[src/rtl/systolic_operand_feeder_pkg.sv]
// Shared types and defaults for the systolic operand feeder and array.
// Holds the feeder state encoding and element lane offset helper.
package systolic_operand_feeder_pkg;

    localparam int DEF_DATAWIDTH = 8;
    localparam int DEF_N_SIZE    = 3;

    typedef enum logic [1:0] {
        S_LOAD,
        S_CLEAR,
        S_STREAM,
        S_DRAIN
    } feeder_state_e;

    function automatic int lane_off(input int lane, input int width);
        return lane * width;
    endfunction

endpackage

[src/rtl/systolic_operand_feeder_operand_row_store.sv]
// N x N element register file: row-write port, one combinational read port
// returning either column rd_idx (COL_READ=1) or row rd_idx (COL_READ=0).
module systolic_operand_feeder_operand_row_store
    import systolic_operand_feeder_pkg::*;
#(
    parameter int DATAWIDTH = DEF_DATAWIDTH,
    parameter int N_SIZE    = DEF_N_SIZE,
    parameter int ROW_W     = $clog2(N_SIZE),
    parameter bit COL_READ  = 1'b1
) (
    input  logic                        clk,
    input  logic                        wr_en,
    input  logic [ROW_W-1:0]            wr_row,
    input  logic [N_SIZE*DATAWIDTH-1:0] wr_data,
    input  logic [ROW_W-1:0]            rd_idx,
    output logic [N_SIZE*DATAWIDTH-1:0] rd_data
);

    logic [DATAWIDTH-1:0] mem [N_SIZE][N_SIZE];

    // Operand storage is deliberately left out of reset.
    always_ff @(posedge clk) begin
        if (wr_en) begin
            for (int c = 0; c < N_SIZE; c++) begin
                mem[wr_row][c] <= wr_data[lane_off(c, DATAWIDTH) +: DATAWIDTH];
            end
        end
    end

    always_comb begin
        rd_data = '0;
        for (int l = 0; l < N_SIZE; l++) begin
            if (COL_READ) begin
                rd_data[lane_off(l, DATAWIDTH) +: DATAWIDTH] = mem[l][rd_idx];
            end else begin
                rd_data[lane_off(l, DATAWIDTH) +: DATAWIDTH] = mem[rd_idx][l];
            end
        end
    end

endmodule

[src/rtl/systolic_operand_feeder.sv]
// Buffers A/B operand rows, then clears and streams N lane-parallel beats.
// Define FEEDER_ERR_EN to add the sticky err_row output.
module systolic_operand_feeder
    import systolic_operand_feeder_pkg::*;
#(
    parameter int DATAWIDTH    = DEF_DATAWIDTH,
    parameter int N_SIZE       = DEF_N_SIZE,
    parameter int DRAIN_CYCLES = 2 * N_SIZE,
    localparam int ROW_W       = $clog2(N_SIZE)
) (
    input  logic                        clk,
    input  logic                        rst_n,
    input  logic                        wr_valid,
    output logic                        wr_ready,
    input  logic                        wr_sel,
    input  logic [ROW_W-1:0]            wr_row,
    input  logic [N_SIZE*DATAWIDTH-1:0] wr_data,
    output logic                        acc_clear,
    output logic                        valid_out,
    output logic [N_SIZE*DATAWIDTH-1:0] matrix_a_out,
    output logic [N_SIZE*DATAWIDTH-1:0] matrix_b_out,
    output logic                        busy,
    output logic                        done
`ifdef FEEDER_ERR_EN
    ,
    output logic                        err_row
`endif
);

    localparam int W       = N_SIZE * DATAWIDTH;
    localparam int CNT_MAX = (N_SIZE > DRAIN_CYCLES) ? N_SIZE : DRAIN_CYCLES;
    localparam int CNT_W   = $clog2(CNT_MAX + 1);

    localparam logic [CNT_W-1:0] CNT_N = CNT_W'(N_SIZE);
    localparam logic [CNT_W-1:0] CNT_D = CNT_W'(DRAIN_CYCLES);
    localparam logic [ROW_W:0]   ROWS  = (ROW_W + 1)'(N_SIZE);

    feeder_state_e state;

    logic [N_SIZE-1:0] a_mask;
    logic [N_SIZE-1:0] b_mask;
    logic [N_SIZE-1:0] a_mask_nx;
    logic [N_SIZE-1:0] b_mask_nx;
    logic [N_SIZE-1:0] row_hot;
    logic [CNT_W-1:0]  cnt;
    logic [ROW_W-1:0]  rd_idx;
    logic [W-1:0]      a_col;
    logic [W-1:0]      b_row;
    logic              wr_fire;
    logic              row_ok;
    logic              a_wr;
    logic              b_wr;
    logic              full;

    assign wr_fire   = wr_valid & wr_ready;
    assign row_ok    = {1'b0, wr_row} < ROWS;
    assign row_hot   = N_SIZE'(1) << wr_row;
    assign a_wr      = wr_fire & row_ok & ~wr_sel;
    assign b_wr      = wr_fire & row_ok & wr_sel;
    assign a_mask_nx = a_mask | (a_wr ? row_hot : '0);
    assign b_mask_nx = b_mask | (b_wr ? row_hot : '0);
    assign full      = (&a_mask_nx) && (&b_mask_nx);
    assign rd_idx    = (cnt < CNT_N) ? cnt[ROW_W-1:0] : '0;

    systolic_operand_feeder_operand_row_store #(
        .DATAWIDTH (DATAWIDTH),
        .N_SIZE    (N_SIZE),
        .ROW_W     (ROW_W),
        .COL_READ  (1'b1)
    ) u_store_a (
        .clk     (clk),
        .wr_en   (a_wr),
        .wr_row  (wr_row),
        .wr_data (wr_data),
        .rd_idx  (rd_idx),
        .rd_data (a_col)
    );

    systolic_operand_feeder_operand_row_store #(
        .DATAWIDTH (DATAWIDTH),
        .N_SIZE    (N_SIZE),
        .ROW_W     (ROW_W),
        .COL_READ  (1'b0)
    ) u_store_b (
        .clk     (clk),
        .wr_en   (b_wr),
        .wr_row  (wr_row),
        .wr_data (wr_data),
        .rd_idx  (rd_idx),
        .rd_data (b_row)
    );

    // cnt holds the number of beats issued in STREAM, the drain cycle in DRAIN.
    always_ff @(posedge clk or negedge rst_n) begin
        if (!rst_n) begin
            state        <= S_LOAD;
            a_mask       <= '0;
            b_mask       <= '0;
            cnt          <= '0;
            wr_ready     <= 1'b1;
            acc_clear    <= 1'b0;
            valid_out    <= 1'b0;
            busy         <= 1'b0;
            done         <= 1'b0;
            matrix_a_out <= '0;
            matrix_b_out <= '0;
        end else begin
            acc_clear    <= 1'b0;
            valid_out    <= 1'b0;
            done         <= 1'b0;
            matrix_a_out <= '0;
            matrix_b_out <= '0;
            unique case (state)
                S_LOAD: begin
                    a_mask <= a_mask_nx;
                    b_mask <= b_mask_nx;
                    if (full) begin
                        state     <= S_CLEAR;
                        wr_ready  <= 1'b0;
                        busy      <= 1'b1;
                        acc_clear <= 1'b1;
                        cnt       <= '0;
                    end
                end
                S_CLEAR: begin
                    state        <= S_STREAM;
                    valid_out    <= 1'b1;
                    matrix_a_out <= a_col;
                    matrix_b_out <= b_row;
                    cnt          <= CNT_W'(1);
                end
                S_STREAM: begin
                    if (cnt < CNT_N) begin
                        valid_out    <= 1'b1;
                        matrix_a_out <= a_col;
                        matrix_b_out <= b_row;
                        cnt          <= cnt + CNT_W'(1);
                    end else if (DRAIN_CYCLES == 0) begin
                        state    <= S_LOAD;
                        a_mask   <= '0;
                        b_mask   <= '0;
                        cnt      <= '0;
                        wr_ready <= 1'b1;
                        busy     <= 1'b0;
                        done     <= 1'b1;
                    end else begin
                        state <= S_DRAIN;
                        cnt   <= CNT_W'(1);
                    end
                end
                S_DRAIN: begin
                    if (cnt == CNT_D) begin
                        state    <= S_LOAD;
                        a_mask   <= '0;
                        b_mask   <= '0;
                        cnt      <= '0;
                        wr_ready <= 1'b1;
                        busy     <= 1'b0;
                        done     <= 1'b1;
                    end else begin
                        cnt <= cnt + CNT_W'(1);
                    end
                end
                default: state <= S_LOAD;
            endcase
        end
    end

`ifdef FEEDER_ERR_EN
    logic dup_row;

    assign dup_row = wr_sel ? |(b_mask & row_hot) : |(a_mask & row_hot);

    always_ff @(posedge clk or negedge rst_n) begin
        if (!rst_n) begin
            err_row <= 1'b0;
        end else if (wr_fire && (!row_ok || dup_row)) begin
            err_row <= 1'b1;
        end
    end
`endif

endmodule
[config.mk]
export PLATFORM = sky130hd
export DESIGN_NAME = systolic_operand_feeder
export DESIGN_NICKNAME = d
export VERILOG_FILES = /design/src/rtl/systolic_operand_feeder_pkg.sv /design/src/rtl/systolic_operand_feeder_operand_row_store.sv /design/src/rtl/systolic_operand_feeder.sv
export SDC_FILE = /design/constraint.sdc
export NUM_CORES = 1
export LEC_CHECK = 0
export ABC_AREA = 1
export CAP_MARGIN = 10
export CORE_UTILIZATION = 51
export DETAILED_ROUTE_END_ITERATION = 10
export PLACE_DENSITY = 0.76
export SYNTH_ARGS = -nofsm -noshare
export SYNTH_HDL_FRONTEND = slang
export SYNTH_HIERARCHICAL = 1
export SYNTH_SLANG_ARGS = --single-unit
[constraint.sdc]
create_clock -name clk -period 3.5 [get_ports clk]
set_clock_uncertainty 0.05 [all_clocks]
set_input_delay 0.7 -clock clk [delete_from_list [all_inputs] [get_ports clk]]
set_output_delay 0.7 -clock clk [all_outputs]
set_load 0.005 [all_outputs]
# [Word-level counts from Yosys, hierarchy flattened]
# Memories as Yosys holds them, arrays and structs flattened.
# Cells that the tools add are included.
[word_totals] elab_cells=84 output_inout_bits=53 reg_bits=64 mem_bits_rw=144 memories=2 input_bits=30
[classes] order_cmp=3 addsub=1 bitwise=8 n_reduce_logical=8 shifts=1 mux=43 eq_ne=7
[mem_list] memory="u_store_a.mem" words=3 word_bits=24 rd=3 rd_clocked_by_memory_dff=0 wr=1 line_no="systolic_operand_feeder_operand_row_store.sv:19" text="logic [DATAWIDTH-1:0] mem [N_SIZE][N_SIZE];"
[mem_list] memory="u_store_b.mem" words=3 word_bits=24 rd=1 rd_clocked_by_memory_dff=0 wr=1 line_no="systolic_operand_feeder_operand_row_store.sv:19"
[ops] operator="24-bit case mux with 2 select lines" n=2
[ops] operator="8-bit binary-select mux with 2-bit select" n=3
[ops] operator="24-bit 2-to-1 mux" n=2
[ops] operator="8-bit 2-to-1 mux" n=6
[ops] operator="3-bit 2-to-1 mux" n=6
[ops] operator="1-bit 2-to-1 mux" n=13
[ops] operator="3-bit case mux with 2 select lines" n=2
[ops] operator="3-bit case mux with 4 select lines" n=1
[ops] operator="3-bit AND reduction" n=4
[ops] operator="2-bit 2-to-1 mux" n=4
[ops] operator="2-bit case mux with 4 select lines" n=1
[ops] operator="2-bit inequality test (second input constant)" n=3
[ops] operator="3-bit OR" n=2
[ops] operator="1-bit case mux with 2 select lines" n=3
[ops] operator="1-bit AND" n=4
[ops] operator="2-bit equality test (second input constant)" n=2
[ops] operator="3-bit by 1-bit adder with 3-bit output (second input constant)" n=1
[ops] operator="3-bit equality test (second input constant)" n=1
[ops] operator="3-bit >= comparator (second input constant)" n=1
[ops] operator="3-bit by 2-bit less-than comparator with 1-bit output (second input constant)" n=1
[ops] operator="2-bit NOT with 3-bit output" n=1
[ops] operator="1-bit by 2-bit left shift with 3-bit output (first input constant)" n=1
[ops] operator="2-bit by 1-bit equality test with 1-bit output (second input constant)" n=1
[ops] operator="2-bit zero test" n=1
[ops] operator="other kinds (5)" n=5

# [Depth between registers and ports, before layout]
[depth] ltp_word=9 ltp_mapped=11 mapped_depth_nobuf=11

# [By module]
# The synthesis kept the hierarchy.
[by_module_without_submodules] mod="systolic_operand_feeder_operand_row_store at u_store_b" area_each_um2=2982.9 cells_each=257 instances=1
[by_module_without_submodules] mod="systolic_operand_feeder_operand_row_store at u_store_a" area_each_um2=2957.8 cells_each=257 instances=1
[by_module_without_submodules] mod="systolic_operand_feeder" area_each_um2=2494.9 cells_each=262 instances=1

# [Worst setup path after synthesis]
# Ideal clock, no wire load.
[synth_timing] kind="input to register" startpoint="in wr_valid" endpoint="mem u_store_a/mem[2][0] (netlist name), enable pin" required_ns=3.009 arrival_ns=2.917 n_path_buf=0 setup_time_ns=0.441 cell_stages=6 path_slack_ns=0.093 path_cell_list="nand2_1 > clkinv_2 > o21ai_0 > nor2_1 > inv_1 > nor3b_1"
[synth_between] elab_chain_len=5
[synth_lines] element="from (decl)" line_no="systolic_operand_feeder.sv:13" text="input logic wr_valid,"
[synth_lines] element="1-bit AND" line_no="systolic_operand_feeder.sv:55" text="assign wr_fire = wr_valid & wr_ready;"
[synth_lines] element="1-bit AND (2 in series)" line_no="systolic_operand_feeder.sv:58" text="assign a_wr = wr_fire & row_ok & ~wr_sel;"
[synth_lines] element="named net a_wr" line_no="systolic_operand_feeder.sv:51" text="logic a_wr;"
[synth_lines] element="1-bit 2-to-1 mux" line_no="systolic_operand_feeder_operand_row_store.sv:23" text="if (wr_en) begin"
[synth_lines] element="1-bit 2-to-1 mux (not written as such)" line_no="systolic_operand_feeder_operand_row_store.sv:25" text="mem[wr_row][c] <= wr_data[lane_off(c, DATAWIDTH) +: DATAWIDTH];"
[synth_lines] element="to (decl)" line_no="systolic_operand_feeder_operand_row_store.sv:19"
# The timed path passes the listed nets, and every way through them passes these cells.

# [Final worst setup path]
[layout_timing] startpoint="in wr_row[0]" endpoint="mem u_store_a/mem[2][13] (netlist name), enable pin"
[layout_between] elab_chain_len=5
[layout_lines] element="from (decl)" line_no="systolic_operand_feeder.sv:16" text="input logic [ROW_W-1:0] wr_row,"
[layout_lines] element="2-bit less-than comparator" line_no="systolic_operand_feeder.sv:56" text="assign row_ok = {1'b0, wr_row} < ROWS;"
[layout_lines] element="1-bit AND (2 in series)" line_no="systolic_operand_feeder.sv:58"
[layout_lines] element="named net a_wr" line_no="systolic_operand_feeder.sv:51"
[layout_lines] element="1-bit 2-to-1 mux" line_no="systolic_operand_feeder_operand_row_store.sv:23"
[layout_lines] element="1-bit 2-to-1 mux (not written as such)" line_no="systolic_operand_feeder_operand_row_store.sv:25"
# The timed path passes the listed nets, and every way through them passes these cells.

==> impl_metrics.yaml <==
run_status:
  status: "finished clean"
setup_path:
  endpoint: "u_store_a/mem[2][13]$_DFFE_PP_"
  critical_path.max_stage_delay_ps: 620
  cp-end-kind: "register"
  worstPathCellList: "clkdlybuf4s50_1, inv_1, o21ai_0, nor2_1, inv_1, nor3b_2, buf_4"
  ff2ff_setup_slack_ps: 1310
  cpMaxStageDelayCell: "clkdlybuf4s50_1"
  r2r_cells: 9
  critPathLaunch: "wr_row[0]"
  critPathLaunchType: "input pin"
  regToRegEndpoint: "matrix_a_out[16]$_DFF_PN0_"
  cp_top_family: "buffers and inverters"
  crit_type: "in2reg"
  worstPathArrival_ps: 2490
  r2r_start: "cnt[0]$_DFFE_PN0P_"
  path_common_cell: "inv_1"
  crit_fanout: 24
  required_ps: 3620
  cp.buffers_inverters: 4
  cp.depth: 7
cts:
  ctsHoldBuffers: 0
  cts_buffer_depth: 3
  cts_htree_levels: 1
  cts_setup_buffers: 0
  post_cts_resized: 0
  clk_pin_slew_ps: 60
  cts_tree: "yes"
  cts_sinks: 208
  cts-root-buf: "clkbuf_16"
  numCtsBuffers: 21
  insertion_delay_ps: 500
placement:
  pre_cts_ws_ps: 715
  finalWeightedCongestion: 0.761
  io_buffers: 82
  dpl.hpwl_um: 10200
  dp.cells: 1063
final_layout:
  fill_cells: 1279
  stdcell_count: 1100
  n_antenna_cell: 0
  drive_gt1_frac: 0.0837
  fin_nets: 906
  syn2layout_area_growth_pct: 19.8
timing:
  tightest_slew_ps: 818
  relSlewSlack: 0.455
  fin_crit_sh: 0.676
  setup_tns_ps: 0
  setup_ws_ps: 1130
  hold_viol_final: 0
  setup_viol: 0
  timing.fmax_ghz: 0.423
  period_needed_ps: 2370
  drv_slew: 0
  rsz0062_at_grt: "no"
floorplanning:
  die_h_um: 131
  std_cell_rows: 46
  io_pins: 83
  die-area_um2: 17100
  start_util: 0.527
  core_area_um2: 16000
  die_w_um: 131
detailed_routing:
  wl_per_cell_um: 14.8
  via_per_inst: 4.83
  drtIter0Drc: 337
  firstDrtPassIters: 5
  ant_nets: 0
  drcViolationCount: 0
  wl_um: 16300
  vias: 5313
power_and_ir_drop:
  power_density_nw_per_um2: 678
  ir_drop_mv: 0.354
  leakage_nw: 4.61
yosys:
  netlist_area_um2: 8440
  synth-simple-area-share: 0.172
  synth-compound-area-share: 0.0119
  synth_seq_area_share: 0.703
  avgSynthCellArea_um2: 10.9
  ys_seq_elements: 208
  ys_types: 27
  synth_top_area_frac: 0.513
  synth_adder_area_share: 0.00890
  synth.mux.area_fraction: 0
  synth_top_area_cell: "edfxtp_1"
  synth_area_leaders: "edfxtp_1, dfrtp_1, nand2_1"
  synth-xor-area-share: 0.00104
  yosys_warnings: 6
  synth_top_family_by_area: "simple AND/OR/NAND/NOR gates"
  synth_nets: 812
  syn_inst: 776
global_routing:
  grt_start_max_net_pins: 65
  grt_pass1_vias: 5362
  antenna_found_initial: 0
  track_usage: 0.200
  grt_overflow: 0
  grt_pass1_wl_um: 25900
min_path:
  worstHoldPathType: "in2async"
job:
  cap_violations: 0
stage by stage:
stage / instance area [µm²] / hold slack, ps / power [W] / util
2_1_floorplan: 8440 / 354 / 0.00422 / -
3_3_place_gp: 9460 / 410 / 0.00475 / 0.591
3_5_place_dp: 9460 / 415 / 0.00480 / 0.591
4_1_cts: 10100 / 354 / 0.00692 / 0.632
5_1_grt: 10100 / 412 / 0.00723 / 0.632
6_report: 10100 / 330 / 0.00686 / 0.632
layer usage:
metal  vias up  global-route usage  part of all wire
li1       2584                   -                 -
met1      2547               0.239              0.41
met2       143               0.361              0.51
met3        39              0.0399             0.054
met4         0              0.0696             0.028
met5         -                   0                 0
area by class of cell:
class | count | area, µm² | share of cell area
Clock inverter | 8 | 72.6 | 0.00718
Multi-Input combinational cell | 371 | 1680 | 0.166
Tap cell | 216 | 270 | 0.0267
Clock buffer | 29 | 576 | 0.0569
Timing Repair Buffer | 95 | 926 | 0.0916
Inverter | 173 | 661 | 0.0654
Sequential cell | 208 | 5930 | 0.586
flip-flops by register name (all words and copies together) (netlist names), 2 cells and up:
name and count:
state 2, matrix_b_out 24, u_store_a/mem 72, a_mask 3, cnt 3, matrix_a_out 24
u_store_b/mem 72, b_mask 3
layout by cell type (no fill, tap or decap), types with 2 or more instances in the layout:
cell and n:
nor3b_2 2, clkbuf_8 2, nor2_1 56, o21ai_0 8, clkbuf_1 6, inv_6 2, nand4_1 6, o22ai_1 3
a211oi_1 2, buf_4 12, nor2_2 3, nand2_2 10, edfxtp_1 144, nor3_2 2, clkbuf_16 21, clkinvlp_4 2
inv_2 2, clkinv_2 4, inv_4 2, inv_1 167, dfrtp_1 63, nand2_1 211, ha_1 6, o21ai_2 2
nand3_1 55, clkdlybuf4s50_1 81
kinds of logic (layout without fill, tap and decap cells):
kind of cell | count (synthesis) | in the layout
flops | 208 | 208
xor+xnor | 1 | 1
buf+inv | 197 | 305
compound gates | 16 | 16
simple gates | 348 | 348
fa+ha+maj | 6 | 6
power breakdown:
| part | leakage (nW) | total, W | internal, W | switching, W |
|---|---|---|---|---|
| registers | 2.16 | 0.00291 | 0.00284 | 0.0000691 |
| clock network | 0.313 | 0.00211 | 0.00123 | 0.000881 |
| logic | 2.14 | 0.00184 | 0.000667 | 0.00117 |
| total | 4.61 | 0.00686 | 0.00473 | 0.00212 |
synth_stat cells:
library cell,count
inv_4,2
inv_1,167
nand2_4,1
dfrtp_1,63
xnor2_1,1
inv_6,1
nand2_1,211
o21ai_2,3
buf_6,12
nor2_8,1
nor3b_1,2
o22ai_1,3
buf_2,7
buf_8,1
ha_1,6
edfxtp_1,144
clkinv_2,1
o21ai_0,8
nand4_1,6
dfstp_2,1
inv_2,2
a211oi_1,2
buf_4,4
nor2_1,60
nand2_2,10
nand3_1,55
nor3_1,2
worst min-delay path by stage:
stage,startpoint,slack [ps],end,depth (start not counted)
finish,rst_n,330,cnt[2]$_DFFE_PN0P_,2
global route,rst_n,410,cnt[2]$_DFFE_PN0P_,2
CTS,rst_n,350,cnt[2]$_DFFE_PN0P_,2
detailed placement,wr_ready$_DFFE_PN1P_,420,wr_ready$_DFFE_PN1P_,2
global placement,busy$_DFFE_PN0P_,410,busy$_DFFE_PN0P_,2
floorplan,rst_n,350,a_mask[0]$_DFFE_PN0P_,0
(Power assumes the default switching activity.)
